===== src/rtl/reaction_fsm.sv =====
// Reaction-timer control stage: random wait, stimulus LED, millisecond count until the react press.
// Optional best-score tracking is compiled in with the BEST_SCORE_EN macro.
module reaction_fsm #(
    parameter int unsigned MIN_WAIT_MS = 1000,
    parameter int unsigned RAND_BITS   = 11,
    parameter int unsigned MAX_MS      = 9999,
    parameter int unsigned CNT_W       = 14
) (
    input  logic             clk,
    input  logic             rst,
    input  logic             tick,
    input  logic             start_btn,
    input  logic             react_btn,
    output logic             led,
    output logic [CNT_W-1:0] reaction_ms,
    output logic             result_valid,
    output logic             timeout,
    output logic             too_early,
    output logic             busy
`ifdef BEST_SCORE_EN
    ,
    output logic [CNT_W-1:0] best_ms
`endif
);

    localparam int unsigned WAIT_W    = $clog2(MIN_WAIT_MS + (1 << RAND_BITS));
    localparam logic [15:0] LFSR_SEED = 16'hACE1;
    localparam logic [15:0] LFSR_TAPS = 16'hB400;

    typedef enum logic [2:0] {
        ST_IDLE,
        ST_WAIT,
        ST_ARMED,
        ST_DONE,
        ST_FOUL
    } state_t;

    state_t             state_q, state_d;
    logic [15:0]        lfsr_q, lfsr_d;
    logic [WAIT_W-1:0]  wait_cnt_q, wait_cnt_d;
    logic [CNT_W-1:0]   ms_cnt_q, ms_cnt_d;
    logic [CNT_W-1:0]   reaction_q, reaction_d;
    logic               result_valid_q, result_valid_d;
    logic               timeout_q, timeout_d;
    logic               too_early_q, too_early_d;
    logic               led_q, led_d;
    logic               busy_q, busy_d;
`ifdef BEST_SCORE_EN
    logic [CNT_W-1:0]   best_q, best_d;
`endif

    // Bit 0 is the start button, bit 1 the react button.
    logic [1:0] sync1_q, sync2_q, dly_q;
    logic       start_evt_c, react_evt_c;
    logic [WAIT_W-1:0] wait_load_c;

    // Two-flop synchroniser plus a delay flop for rising-edge detection.
    always_ff @(posedge clk or posedge rst) begin
        if (rst) begin
            sync1_q <= 2'b00;
            sync2_q <= 2'b00;
            dly_q   <= 2'b00;
        end else begin
            sync1_q <= {react_btn, start_btn};
            sync2_q <= sync1_q;
            dly_q   <= sync2_q;
        end
    end

    assign start_evt_c = sync2_q[0] & ~dly_q[0];
    assign react_evt_c = sync2_q[1] & ~dly_q[1];

    // Galois LFSR, taps 16,14,13,11; free-running and never zero from a non-zero seed.
    always_comb begin
        lfsr_d = {1'b0, lfsr_q[15:1]} ^ (lfsr_q[0] ? LFSR_TAPS : 16'h0000);
    end

    assign wait_load_c = WAIT_W'(MIN_WAIT_MS) + WAIT_W'(lfsr_q[RAND_BITS-1:0]);

    always_ff @(posedge clk or posedge rst) begin
        if (rst) begin
            state_q        <= ST_IDLE;
            lfsr_q         <= LFSR_SEED;
            wait_cnt_q     <= '0;
            ms_cnt_q       <= '0;
            reaction_q     <= '0;
            result_valid_q <= 1'b0;
            timeout_q      <= 1'b0;
            too_early_q    <= 1'b0;
            led_q          <= 1'b0;
            busy_q         <= 1'b0;
`ifdef BEST_SCORE_EN
            best_q         <= CNT_W'(MAX_MS);
`endif
        end else begin
            state_q        <= state_d;
            lfsr_q         <= lfsr_d;
            wait_cnt_q     <= wait_cnt_d;
            ms_cnt_q       <= ms_cnt_d;
            reaction_q     <= reaction_d;
            result_valid_q <= result_valid_d;
            timeout_q      <= timeout_d;
            too_early_q    <= too_early_d;
            led_q          <= led_d;
            busy_q         <= busy_d;
`ifdef BEST_SCORE_EN
            best_q         <= best_d;
`endif
        end
    end

    always_comb begin
        state_d        = state_q;
        wait_cnt_d     = wait_cnt_q;
        ms_cnt_d       = ms_cnt_q;
        reaction_d     = reaction_q;
        result_valid_d = 1'b0;
        timeout_d      = timeout_q;

        unique case (state_q)
            ST_IDLE: begin
                if (start_evt_c) begin
                    wait_cnt_d = wait_load_c;
                    state_d    = ST_WAIT;
                end
            end
            ST_WAIT: begin
                // React beats a coincident tick; the counter holds at 1 on the final tick.
                if (react_evt_c) begin
                    state_d = ST_FOUL;
                end else if (tick) begin
                    if (wait_cnt_q <= WAIT_W'(1)) begin
                        ms_cnt_d = '0;
                        state_d  = ST_ARMED;
                    end else begin
                        wait_cnt_d = wait_cnt_q - WAIT_W'(1);
                    end
                end
            end
            ST_ARMED: begin
                // React latches the pre-increment count even when a tick coincides.
                if (react_evt_c) begin
                    reaction_d     = ms_cnt_q;
                    result_valid_d = 1'b1;
                    timeout_d      = 1'b0;
                    state_d        = ST_DONE;
                end else if (tick) begin
                    if (ms_cnt_q >= CNT_W'(MAX_MS - 1)) begin
                        ms_cnt_d       = CNT_W'(MAX_MS);
                        reaction_d     = CNT_W'(MAX_MS);
                        result_valid_d = 1'b1;
                        timeout_d      = 1'b1;
                        state_d        = ST_DONE;
                    end else begin
                        ms_cnt_d = ms_cnt_q + CNT_W'(1);
                    end
                end
            end
            ST_DONE: begin
                if (start_evt_c) begin
                    timeout_d  = 1'b0;
                    wait_cnt_d = wait_load_c;
                    state_d    = ST_WAIT;
                end
            end
            ST_FOUL: begin
                if (start_evt_c) begin
                    wait_cnt_d = wait_load_c;
                    state_d    = ST_WAIT;
                end
            end
            default: begin
                state_d = ST_IDLE;
            end
        endcase

        led_d       = (state_d == ST_ARMED);
        busy_d      = (state_d == ST_WAIT) || (state_d == ST_ARMED);
        too_early_d = (state_d == ST_FOUL);

`ifdef BEST_SCORE_EN
        best_d = best_q;
        if (result_valid_d && !timeout_d && (reaction_d < best_q)) begin
            best_d = reaction_d;
        end
`endif
    end

    assign led          = led_q;
    assign reaction_ms  = reaction_q;
    assign result_valid = result_valid_q;
    assign timeout      = timeout_q;
    assign too_early    = too_early_q;
    assign busy         = busy_q;
`ifdef BEST_SCORE_EN
    assign best_ms      = best_q;
`endif

endmodule


===== config.mk =====
export PLATFORM = sky130hd
export DESIGN_NAME = reaction_fsm
export DESIGN_NICKNAME = d
export VERILOG_FILES = /design/src/rtl/reaction_fsm.sv
export SDC_FILE = /design/constraint.sdc
export NUM_CORES = 1
export LEC_CHECK = 0
export ABC_AREA = 1
export CORE_UTILIZATION = 45
export CTS_BUF_LIST = sky130_fd_sc_hd__clkbuf_2
export CTS_CLUSTER_DIAMETER = 80
export DETAILED_ROUTE_END_ITERATION = 12
export GPL_ROUTABILITY_DRIVEN = 0
export HOLD_SLACK_MARGIN = 0.15
export PLACE_DENSITY = 0.65
export REMOVE_ABC_BUFFERS = 1
export SETUP_SLACK_MARGIN = 0.3
export SLEW_MARGIN = 5
export SYNTH_ARGS = -nofsm -noshare
export SYNTH_HDL_FRONTEND = slang
export SYNTH_SLANG_ARGS = --single-unit

===== constraint.sdc =====
create_clock -name clk -period 3.5 [get_ports clk]
set_clock_uncertainty 0.05 [all_clocks]
set_input_delay 0.35 -clock clk [delete_from_list [all_inputs] [get_ports clk]]
set_output_delay 0.35 -clock clk [all_outputs]
set_load 0.02 [all_outputs]

==> results.json <==
{
  "outcome": "finished clean",
  "max_slew_margin_pct": 40.7,
  "vdd_drop_max_uv": 357,
  "internal_power_w": 0.00162,
  "start_kind": "register",
  "tns_ns": 0,
  "layoutNonFillerInstCount": 550,
  "ff_latch_area_um2": 1760,
  "grt-ovfl-total": 0,
  "cts_tree": "done",
  "grt_usage_pct": 19.6,
  "fp.dieW_um": 89.3,
  "required_ns": 3.83,
  "grt_pass1_wl_um": 11800,
  "multi_input_area_um2": 1400,
  "critical-path-slowest-cell": "dfrtp_1",
  "fillers": 742,
  "root_buffer": "clkbuf_2",
  "hold-path-endpoint": "sync1_q[0]",
  "fmax_ghz": 0.498,
  "arrival_ns": 2.34,
  "portBuffers": 23,
  "synth_warnings": 0,
  "rr_worst_depth": 9,
  "clock_power_share_pct": 15.3,
  "p_leak_nw": 1.98,
  "setup_viol": 0,
  "period_needed_ns": 2.01,
  "start_util_pct": 47.0,
  "clockBufferDepth": 2,
  "worstHoldPathCells": 1,
  "drive_above_1_share_pct": 9.98,
  "post_synth.cell_area_avg_um2": 8.26,
  "clock-sinks": 70,
  "clkLatencyLatePin_ns": 0.51,
  "ios": 24,
  "wire_per_inst_um": 12.5,
  "grt_max_degree": 71,
  "rrSetupSlack_ns": 1.49,
  "syn_inst": 415,
  "cts_buffers": 9,
  "synth-seq-cells": 70,
  "combPwrFrac_pct": 42.8,
  "swShare_pct": 43.1,
  "dpl.hpwl_um": 4790,
  "post-route-util_pct": 52.8,
  "yosys.cell_types.count": 31,
  "yosysSeqAreaShare_pct": 51.4,
  "power_frac_seq_pct": 41.8,
  "r2r_end": "ms_cnt_q[13]",
  "powerDensity_nw_per_um2": 741,
  "core-area_um2": 7290,
  "hold_start": "start_btn",
  "placementRows": 31,
  "die_y_um": 89.3,
  "crit_chain": "inv_1, ha_1, o21ai_0, nor2_1, nand4_1, nand2_2, inv_1, nand2_1, o21ai_0",
  "grt_busiest_layer": "met2",
  "num_vias": 2710,
  "r2r-start": "wait_cnt_q[0]",
  "dp_slack_ns": 1.32,
  "grt_pass1_vias": 2553,
  "finalHoldViolCount": 0,
  "use_met3_pct": 3.32,
  "dieArea_um2": 7970,
  "first_pass_iters": 4,
  "syn_to_final_growth_pct": 12.3,
  "setup_ws_ns": 1.49,
  "holdWs_ns": 0.244,
  "rsz0062_at_grt": "no",
  "path_max_fanout": 13,
  "final_nets": 456,
  "viasPerCell": 4.93,
  "final_cell_mix": "nand2_1 (110), dfrtp_1 (62), inv_1 (55)",
  "crit_type": "reg -> reg",
  "tightest_slew_ns": 0.890,
  "placed_cells": 534,
  "cts.htree.levels": 3,
  "antenna_left": 0,
  "drv_cap": 0,
  "hp-class": "in -> reg",
  "cp-end-kind": "register",
  "power.switching_w": 0.00123,
  "post_cts_buffers": 0,
  "diodes": 0,
  "cpPeakStageDelay_ns": 0.44,
  "synth_area_um2": 3430,
  "first_iter_violations": 212,
  "drv_slew": 0,
  "totalWireLength_um": 6890,
  "mostFrequentLayoutCell": "nand2_1",
  "hold_buffers": 0,
  "met2_usage_pct": 29.0,
  "clk_pin_slew_ns": 0.19,
  "finalCritPeriodShare_pct": 57.4,
  "grt_use_met1_pct": 28.1,
  "antenna_found_initial": 0,
  "drcViolationCount": 0,
  "cts_resized": 0
}
[state kept, by name, indices dropped and copies added (netlist names), 2 cells and up]
name         flops
reaction_ms     14
sync2_q          2
sync1_q          2
wait_cnt_q      12
dly_q            2
state_q          3
lfsr_q          16
ms_cnt_q        14
[synthesized netlist by cell type, drive strengths merged]
cell type  count  area [µm²]
dfrtp         62        1550
xor2          10        87.6
o21ai         49         264
ha             5        62.6
o22ai          2        12.5
a31oi          1        6.26
buf            4        42.5
o211ai         2        20.0
nor3           3        26.3
xnor2          1        8.76
a21boi         2        15.0
nand4          3        18.8
a22oi          7        52.6
inv           59         221
nor2          47         194
nand3         26         140
dfstp          8         210
a21oi          9        48.8
nand2        115         444
[how the worst max path moves through the flow]
stage,slack (ns),cells past startpoint,start,endpoint
after floorplan,1.35,1,rst,busy
after global placement,1.41,10,tick,wait_cnt_q[8]
after detailed placement,1.32,10,tick,wait_cnt_q[8]
after CTS,1.48,9,wait_cnt_q[0],ms_cnt_q[13]
after global routing,1.22,9,wait_cnt_q[0],ms_cnt_q[8]
final,1.49,9,wait_cnt_q[0],ms_cnt_q[13]
[power by group through the flow]
stage | clock network [W] | logic (W) | registers [W]
after floorplan | 0 | 0.000820 | 0.00125
after global placement | 0 | 0.00120 | 0.00120
after detailed placement | 0 | 0.00121 | 0.00121
after CTS | 0.000455 | 0.00122 | 0.00119
after global routing | 0.000488 | 0.00139 | 0.00123
final | 0.000437 | 0.00122 | 0.00119
[layer usage]
| metal | wire length, µm | share of wire [%] | vias up |
|---|---|---|---|
| met3 | 267 | 3.9 | 16 |
| met1 | 3460 | 50 | 1251 |
| li1 | - | - | 1386 |
| met2 | 3000 | 43 | 57 |
| met5 | 0 | 0 | - |
| met4 | 161 | 2.3 | 0 |
[kinds of logic after synthesis]
kind of cell / count (synthesis) / synth area share (%)
compound gates: 72 / 12.2
fa+ha+maj: 5 / 1.83
buf+inv: 63 / 7.70
flops: 70 / 51.4
simple gates: 194 / 24.0
xor+xnor: 11 / 2.81
[final cells by class]
cell class / count / share of cell area [%]
inverters: 59 / 5.75
repair buffers: 24 / 6.18
well taps: 99 / 3.22
multi-input cells: 282 / 36.4
clock inverters: 6 / 1.37
clock buffers: 10 / 1.30
flip-flops and latches: 70 / 45.8
[stage by stage]
step / cell area, µm² / power, W
2_1_floorplan: 3380 / 0.00207
3_3_place_gp: 3750 / 0.00240
3_5_place_dp: 3750 / 0.00242
4_1_cts: 3850 / 0.00287
5_1_grt: 3850 / 0.00310
6_report: 3850 / 0.00285
[worst max-delay path: cells and delay by family (launching register included)]
kind,cells,cell delay [ns]
and+or+nand+nor,4,0.71
DFF,1,0.44
adders and majority gates,1,0.27
buffers and inverters,2,0.23
AOI/OAI and AO/OA,2,0.19
Power figures use the tool's default switching activity.
